--- src/rtl/vga_pkg.sv ---
// Shared constants for the VGA frame sequencer: default 640x480@60 timing and
// the geometry of the 128x96 one-bit-per-channel image BRAMs.
package vga_pkg;
    localparam int H_TOTAL      = 800;
    localparam int V_TOTAL      = 525;
    localparam int H_SYNC_START = 656;
    localparam int H_SYNC_END   = 751;
    localparam int V_SYNC_START = 490;
    localparam int V_SYNC_END   = 491;

    localparam int IMG_W  = 128;
    localparam int IMG_H  = 96;
    localparam int ADDR_W = 14;
    localparam int CNT_W  = 10;
endpackage

--- src/rtl/vga_timing_gen.sv ---
// Pixel-tick divider, horizontal/vertical counters and the blanking/sync decode
// of the current counter position.
module vga_timing_gen
    import vga_pkg::*;
#(
    parameter int CLK_DIV   = 4,
    parameter int H_VISIBLE = 640,
    parameter int H_FP      = 16,
    parameter int H_SYNC    = 96,
    parameter int H_BP      = 48,
    parameter int V_VISIBLE = 480,
    parameter int V_FP      = 10,
    parameter int V_SYNC    = 2,
    parameter int V_BP      = 33
) (
    input  logic i_clk,
    input  logic i_rst_n,
    output logic o_tick,
    output logic o_line_end,
    output logic o_frame_end,
    output logic o_frame_first,
    output logic o_h_act,
    output logic o_v_act,
    output logic o_v_last_act,
    output logic o_hsync_n,
    output logic o_vsync_n
);
    localparam int DIV_W = (CLK_DIV > 1) ? $clog2(CLK_DIV) : 1;
    localparam logic [DIV_W-1:0] DIV_LAST = DIV_W'(CLK_DIV - 1);
    localparam logic [CNT_W-1:0] H_LAST   = CNT_W'(H_VISIBLE + H_FP + H_SYNC + H_BP - 1);
    localparam logic [CNT_W-1:0] V_LAST   = CNT_W'(V_VISIBLE + V_FP + V_SYNC + V_BP - 1);
    localparam logic [CNT_W-1:0] H_VIS    = CNT_W'(H_VISIBLE);
    localparam logic [CNT_W-1:0] V_VIS    = CNT_W'(V_VISIBLE);
    localparam logic [CNT_W-1:0] V_VIS_LAST = CNT_W'(V_VISIBLE - 1);
    localparam logic [CNT_W-1:0] HS_BEG   = CNT_W'(H_VISIBLE + H_FP);
    localparam logic [CNT_W-1:0] HS_END   = CNT_W'(H_VISIBLE + H_FP + H_SYNC - 1);
    localparam logic [CNT_W-1:0] VS_BEG   = CNT_W'(V_VISIBLE + V_FP);
    localparam logic [CNT_W-1:0] VS_END   = CNT_W'(V_VISIBLE + V_FP + V_SYNC - 1);

    logic [DIV_W-1:0] r_div;
    logic [CNT_W-1:0] r_h_cnt;
    logic [CNT_W-1:0] r_v_cnt;
    logic             w_tick;
    logic             w_line_end;
    logic             w_v_last;

    assign w_tick     = (r_div == DIV_LAST);
    assign w_line_end = (r_h_cnt == H_LAST);
    assign w_v_last   = (r_v_cnt == V_LAST);

    always_ff @(posedge i_clk or negedge i_rst_n) begin
        if (!i_rst_n) begin
            r_div   <= '0;
            r_h_cnt <= '0;
            r_v_cnt <= '0;
        end else begin
            r_div <= w_tick ? '0 : r_div + DIV_W'(1);
            if (w_tick) begin
                if (w_line_end) begin
                    r_h_cnt <= '0;
                    r_v_cnt <= w_v_last ? '0 : r_v_cnt + CNT_W'(1);
                end else begin
                    r_h_cnt <= r_h_cnt + CNT_W'(1);
                end
            end
        end
    end

    assign o_tick        = w_tick;
    assign o_line_end    = w_line_end;
    assign o_frame_end   = w_line_end && w_v_last;
    assign o_frame_first = w_tick && (r_h_cnt == '0) && (r_v_cnt == '0);
    assign o_h_act       = (r_h_cnt < H_VIS);
    assign o_v_act       = (r_v_cnt < V_VIS);
    assign o_v_last_act  = (r_v_cnt == V_VIS_LAST);
    assign o_hsync_n     = !((r_h_cnt >= HS_BEG) && (r_h_cnt <= HS_END));
    assign o_vsync_n     = !((r_v_cnt >= VS_BEG) && (r_v_cnt <= VS_END));
endmodule

--- src/rtl/vga_frame_sequencer.sv ---
// Scales the 128x96 RGB BRAM image 5x onto VGA: incremental address generation
// plus a one-tick realignment of colour and sync behind the BRAM read latency.
module vga_frame_sequencer
    import vga_pkg::*;
#(
    parameter int CLK_DIV   = 4,
    parameter int H_VISIBLE = 640,
    parameter int H_FP      = 16,
    parameter int H_SYNC    = 96,
    parameter int H_BP      = 48,
    parameter int V_VISIBLE = 480,
    parameter int V_FP      = 10,
    parameter int V_SYNC    = 2,
    parameter int V_BP      = 33,
    parameter int SCALE     = 5
) (
    input  logic              clk,
    input  logic              reset,
    input  logic              red_clr,
    input  logic              green_clr,
    input  logic              blue_clr,
    output logic [ADDR_W-1:0] pxl_addr,
    output logic [3:0]        vga_red,
    output logic [3:0]        vga_green,
    output logic [3:0]        vga_blue,
    output logic              vga_hsync,
    output logic              vga_vsync,
    output logic              frame_start
);
    localparam int COL_W = $clog2(IMG_W);
    localparam logic [2:0]        SUB_LAST   = 3'(SCALE - 1);
    localparam logic [ADDR_W-1:0] ROW_STRIDE = ADDR_W'(IMG_W);

    logic w_tick, w_line_end, w_frame_end, w_frame_first;
    logic w_h_act, w_v_act, w_v_last_act, w_hsync_n, w_vsync_n;

    vga_timing_gen #(
        .CLK_DIV(CLK_DIV), .H_VISIBLE(H_VISIBLE), .H_FP(H_FP), .H_SYNC(H_SYNC), .H_BP(H_BP),
        .V_VISIBLE(V_VISIBLE), .V_FP(V_FP), .V_SYNC(V_SYNC), .V_BP(V_BP)
    ) u_timing (
        .i_clk        (clk),
        .i_rst_n      (reset),
        .o_tick       (w_tick),
        .o_line_end   (w_line_end),
        .o_frame_end  (w_frame_end),
        .o_frame_first(w_frame_first),
        .o_h_act      (w_h_act),
        .o_v_act      (w_v_act),
        .o_v_last_act (w_v_last_act),
        .o_hsync_n    (w_hsync_n),
        .o_vsync_n    (w_vsync_n)
    );

    logic [2:0]        r_hsub, r_vsub;
    logic [COL_W-1:0]  r_col;
    logic [ADDR_W-1:0] r_row_base;
    logic [ADDR_W-1:0] r_pxl_addr;

    always_ff @(posedge clk or negedge reset) begin
        if (!reset) begin
            r_hsub     <= '0;
            r_vsub     <= '0;
            r_col      <= '0;
            r_row_base <= '0;
            r_pxl_addr <= '0;
        end else if (w_tick) begin
            r_pxl_addr <= r_row_base + {{(ADDR_W-COL_W){1'b0}}, r_col};
            if (w_line_end) begin
                r_hsub <= '0;
                r_col  <= '0;
                if (w_frame_end) begin
                    r_vsub     <= '0;
                    r_row_base <= '0;
                end else if (w_v_act) begin
                    if (r_vsub == SUB_LAST) begin
                        r_vsub     <= '0;
                        // Park on row 0 after the last image row so blanking addresses stay in range.
                        r_row_base <= w_v_last_act ? '0 : r_row_base + ROW_STRIDE;
                    end else begin
                        r_vsub <= r_vsub + 3'd1;
                    end
                end
            end else if (w_h_act) begin
                if (r_hsub == SUB_LAST) begin
                    r_hsub <= '0;
                    r_col  <= r_col + COL_W'(1);
                end else begin
                    r_hsub <= r_hsub + 3'd1;
                end
            end
        end
    end

    // First stage holds the decode for the address just issued; second stage
    // meets the BRAM data one tick later.
    logic       r_vis_d, r_hs_d, r_vs_d;
    logic [3:0] r_red, r_green, r_blue;
    logic       r_hsync, r_vsync;

    always_ff @(posedge clk or negedge reset) begin
        if (!reset) begin
            r_vis_d <= 1'b0;
            r_hs_d  <= 1'b1;
            r_vs_d  <= 1'b1;
            r_red   <= 4'h0;
            r_green <= 4'h0;
            r_blue  <= 4'h0;
            r_hsync <= 1'b1;
            r_vsync <= 1'b1;
        end else if (w_tick) begin
            r_vis_d <= w_h_act && w_v_act;
            r_hs_d  <= w_hsync_n;
            r_vs_d  <= w_vsync_n;
            r_red   <= r_vis_d ? {4{red_clr}}   : 4'h0;
            r_green <= r_vis_d ? {4{green_clr}} : 4'h0;
            r_blue  <= r_vis_d ? {4{blue_clr}}  : 4'h0;
            r_hsync <= r_hs_d;
            r_vsync <= r_vs_d;
        end
    end

    assign pxl_addr    = r_pxl_addr;
    assign vga_red     = r_red;
    assign vga_green   = r_green;
    assign vga_blue    = r_blue;
    assign vga_hsync   = r_hsync;
    assign vga_vsync   = r_vsync;
    assign frame_start = w_frame_first;
endmodule

--- config.mk ---
export PLATFORM = sky130hd
export DESIGN_NAME = vga_frame_sequencer
export DESIGN_NICKNAME = d
export VERILOG_FILES = /design/src/rtl/vga_pkg.sv /design/src/rtl/vga_timing_gen.sv /design/src/rtl/vga_frame_sequencer.sv
export SDC_FILE = /design/constraint.sdc
export NUM_CORES = 1
export LEC_CHECK = 0
export CAP_MARGIN = 40
export CORE_ASPECT_RATIO = 0.9
export CORE_MARGIN = 8
export CORE_UTILIZATION = 57
export CTS_CLUSTER_DIAMETER = 40
export DETAILED_ROUTE_END_ITERATION = 6
export PLACE_DENSITY_LB_ADDON = 0.2
export SLEW_MARGIN = 25
export SYNTH_ARGS = -nofsm -noshare
export SYNTH_HDL_FRONTEND = slang
export SYNTH_SLANG_ARGS = --single-unit
--- constraint.sdc ---
create_clock -name clk -period 3.37 [get_ports clk]
set_clock_uncertainty 0.05 [all_clocks]
set_input_delay 0.674 -clock clk [delete_from_list [all_inputs] [get_ports clk]]
set_output_delay 0.674 -clock clk [all_outputs]
set_load 0.03 [all_outputs]
==> flow_summary.toml <==
[global_routing]
grt_max_degree = 65
grt_pass1_vias = 2388
track_usage_pct = 17.2
grt-ovfl-total = 0
grt_pass1_wl_um = 11300
antenna_found_initial = 0

[finish]
final-seq-area_um2 = 1610
fillCellCount = 433
diodes = 0
area_growth_pct = 17.2
fin_nets = 384
drive_gt1_share_pct = 11.1
multi_input_area_um2 = 1530

[synth]
yosysSeqAreaShare_pct = 48.4
synth_top_area_share_pct = 45.3
synthFlopType = "dfrtp_1"
synthesis.instances = 338
synthesis.nets = 356
synth_area_um2 = 3320
synthTopCellsByCount = "dfrtp_1, nand2_1, nor2_1, o21ai_0"
yosysUniqueCellTypes = 45
synth_seq_cells = 64
yosys_warnings = 0
synth_top_area_cell = "dfrtp_1"
synth_edf_count = 0
async_flop_share_pct = 100
synthMostInstantiatedCell = "dfrtp_1"
syn_area_per_cell_um2 = 9.81
synth.area.top_cells = "dfrtp_1, ha_1, o21ai_0"

[floorplan]
row_count = 26
initial_core_util_pct = 58.6
pin_count = 34
die_h_um = 88.4
core_area_um2 = 5660
die_width_um = 96.4
die_area_um2 = 8520

[clock_network]
clockRootBuffer = "clkbuf_8"
cts_hold_buffers = 0
cts.sinks = 64
cts_tree = "built"
cts_setup_buffers = 0
clkLatencyLatePin_ps = 350
htree_levels = 3
path_clk_slew_ps = 70
post_cts_resized = 0
clockBufferDepth = 2
cts_buffers = 9

[power]
finalPower_uw = 1560
cellLeakagePower_uw = 0.00166
vdd_drop_max_mv = 0.271
powerDensity_nw_per_um2 = 401

[worst_setup_path]
critical_path_required_ps = 3590
end_kind = "register"
critical_path_arrival_ps = 2920
path_max_fanout = 14
worstSetupPathType = "register to register"
crit_slowest_cell = "or4b_1"
critical-path-max-stage-delay_ps = 630
worstSetupStartpointType = "register"
crit_top_cell = "or4b_1"
path_delay_family = "simple AND/OR/NAND/NOR gates"
crit_chain = "or4b_1, or3_1, a21o_1, or4b_1, o21ai_0"
crit_buf_inv = 0

[timing]
post-route-period-util_pct = 80.2
tightest_slew_ps = 707
setup_violations = 0
period_minus_slack_ps = 2700
clock.fmax_mhz = 370
rsz0062_at_grt = "false"
holdWs_ps = 187
fin_tns_setup_ps = 0
final-max-slew-violation-count = 0
finalHoldViolCount = 0
relSlewSlack_pct = 52.4

[route]
wl_per_cell_um = 15.3
wl_um = 6750
drc = 0
drt_first_pass_iters = 4
vias = 2521
drt-initial-drc-count = 165
antenna_left = 0
avgViaCountPerCell = 5.72

[placed_design]
dp_hpwl_um = 4650
port-buffer-count = 33
place_congestion = 0.854

[run_status]
status = "complete, no violations"

[run]
cap_violations = 0

[min_path]
min_path_type = "input port to asynchronous set/reset pin"
-- worst register-to-register path, stage by stage, from the launching register on --
cell     delay (ps)
dfrtp_1         460
or4b_1          630
or3_1           550
a21o_1          360
or4b_1          500
o21ai_0          80
-- through the flow --
| step | util (%) | worst slack, ps | instance area, um2 | cells |
|---|---|---|---|---|
| 3_3_place_gp | 64.3 | 737 | 3640 | 424 |
| 6_report | 68.7 | 666 | 3890 | 441 |
| 2_1_floorplan | - | 638 | 3320 | 338 |
| 3_5_place_dp | 64.3 | 665 | 3640 | 424 |
| 5_1_grt | 68.7 | 553 | 3890 | 441 |
| 4_1_cts | 68.2 | 676 | 3860 | 440 |
-- final cells by class --
cell class,count,share of cell area [%]
tap,70,2.25
multi-input combinational,236,39.3
clock buffer,9,3.19
inverter,17,1.64
clock inverter,7,2.48
sequential,64,41.3
timing repair buffer,38,9.79
-- path summary, 6_finish.rpt --
path                                            startpoint                               to  slack [ps]  cells past startpoint
max reg2reg                u_timing.r_h_cnt[7]$_DFFE_PN0P_            r_vsub[2]$_DFFE_PN0P_         670                      5
min reg2reg                    u_timing.r_div[0]$_DFF_PN0_      u_timing.r_div[0]$_DFF_PN0_         380                      1
max                        u_timing.r_h_cnt[7]$_DFFE_PN0P_            r_vsub[2]$_DFFE_PN0P_         670                      5
min in group clk               u_timing.r_div[0]$_DFF_PN0_      u_timing.r_div[0]$_DFF_PN0_         380                      1
min                                                  reset  u_timing.r_h_cnt[1]$_DFFE_PN0P_         190                      2
max in group asynchronous                            reset               r_vs_d$_DFFE_PN1P_        2530                      3
-- per-layer routing --
metal	wire, um	vias to the layer above	global-route usage [%]
li1	-	1237	-
met1	3200	1205	22.9
met2	3000	70	25.2
met3	433	9	6.36
met4	120	0	5.63
met5	0	-	0
-- sequential cells by signal (all words and copies together), names as in the netlist --
signal and cells:
r_row_base 7, r_vis_d 1, u_timing.r_h_cnt 10, u_timing.r_v_cnt 10, r_hsub 3, pxl_addr 14
vga_hsync 1, vga_red 1, r_col 7, vga_blue 1, r_vsub 3, r_vs_d 1
r_hs_d 1, vga_vsync 1, vga_green 1, u_timing.r_div 2
-- power by group --
group	internal [uW]	switching [uW]
clock network	415	306
logic	23.8	39.3
registers	771	2.66
total	1210	348
-- cell usage in the layout (no fill, tap or decap), types with 2 or more instances in the layout --
cell type and n:
bufinv_16 2, a31oi_1 2, xor2_1 12, or3_1 2, nor4_1 6, dfstp_2 4, o21ai_0 27, a22o_1 4
and3_1 5, mux2_2 11, xnor2_1 11, inv_1 17, a21oi_1 17, dfrtp_1 60, nor4b_1 3, o31ai_1 4
nand2b_1 3, o22ai_1 2, and4_1 2, nor3_1 7, buf_4 5, ha_1 12, nand3_1 13, nand4_1 9
or4b_1 2, and2_1 5, nand3b_1 2, nor2_1 27, clkinvlp_4 3, clkdlybuf4s50_1 31, clkbuf_8 9, nand2_1 33
-- cells by family after synthesis --
| family | after synthesis | share of synthesized area (%) |
|---|---|---|
| fa+ha+maj | 13 | 4.90 |
| compound gates | 65 | 12.1 |
| xor+xnor | 23 | 6.07 |
| buf+inv | 38 | 5.58 |
| simple gates | 123 | 19.0 |
| flops | 64 | 48.4 |
| mux | 11 | 3.73 |
| other cells | 1 | 0.113 |
Power figures use the tool's default switching activity.
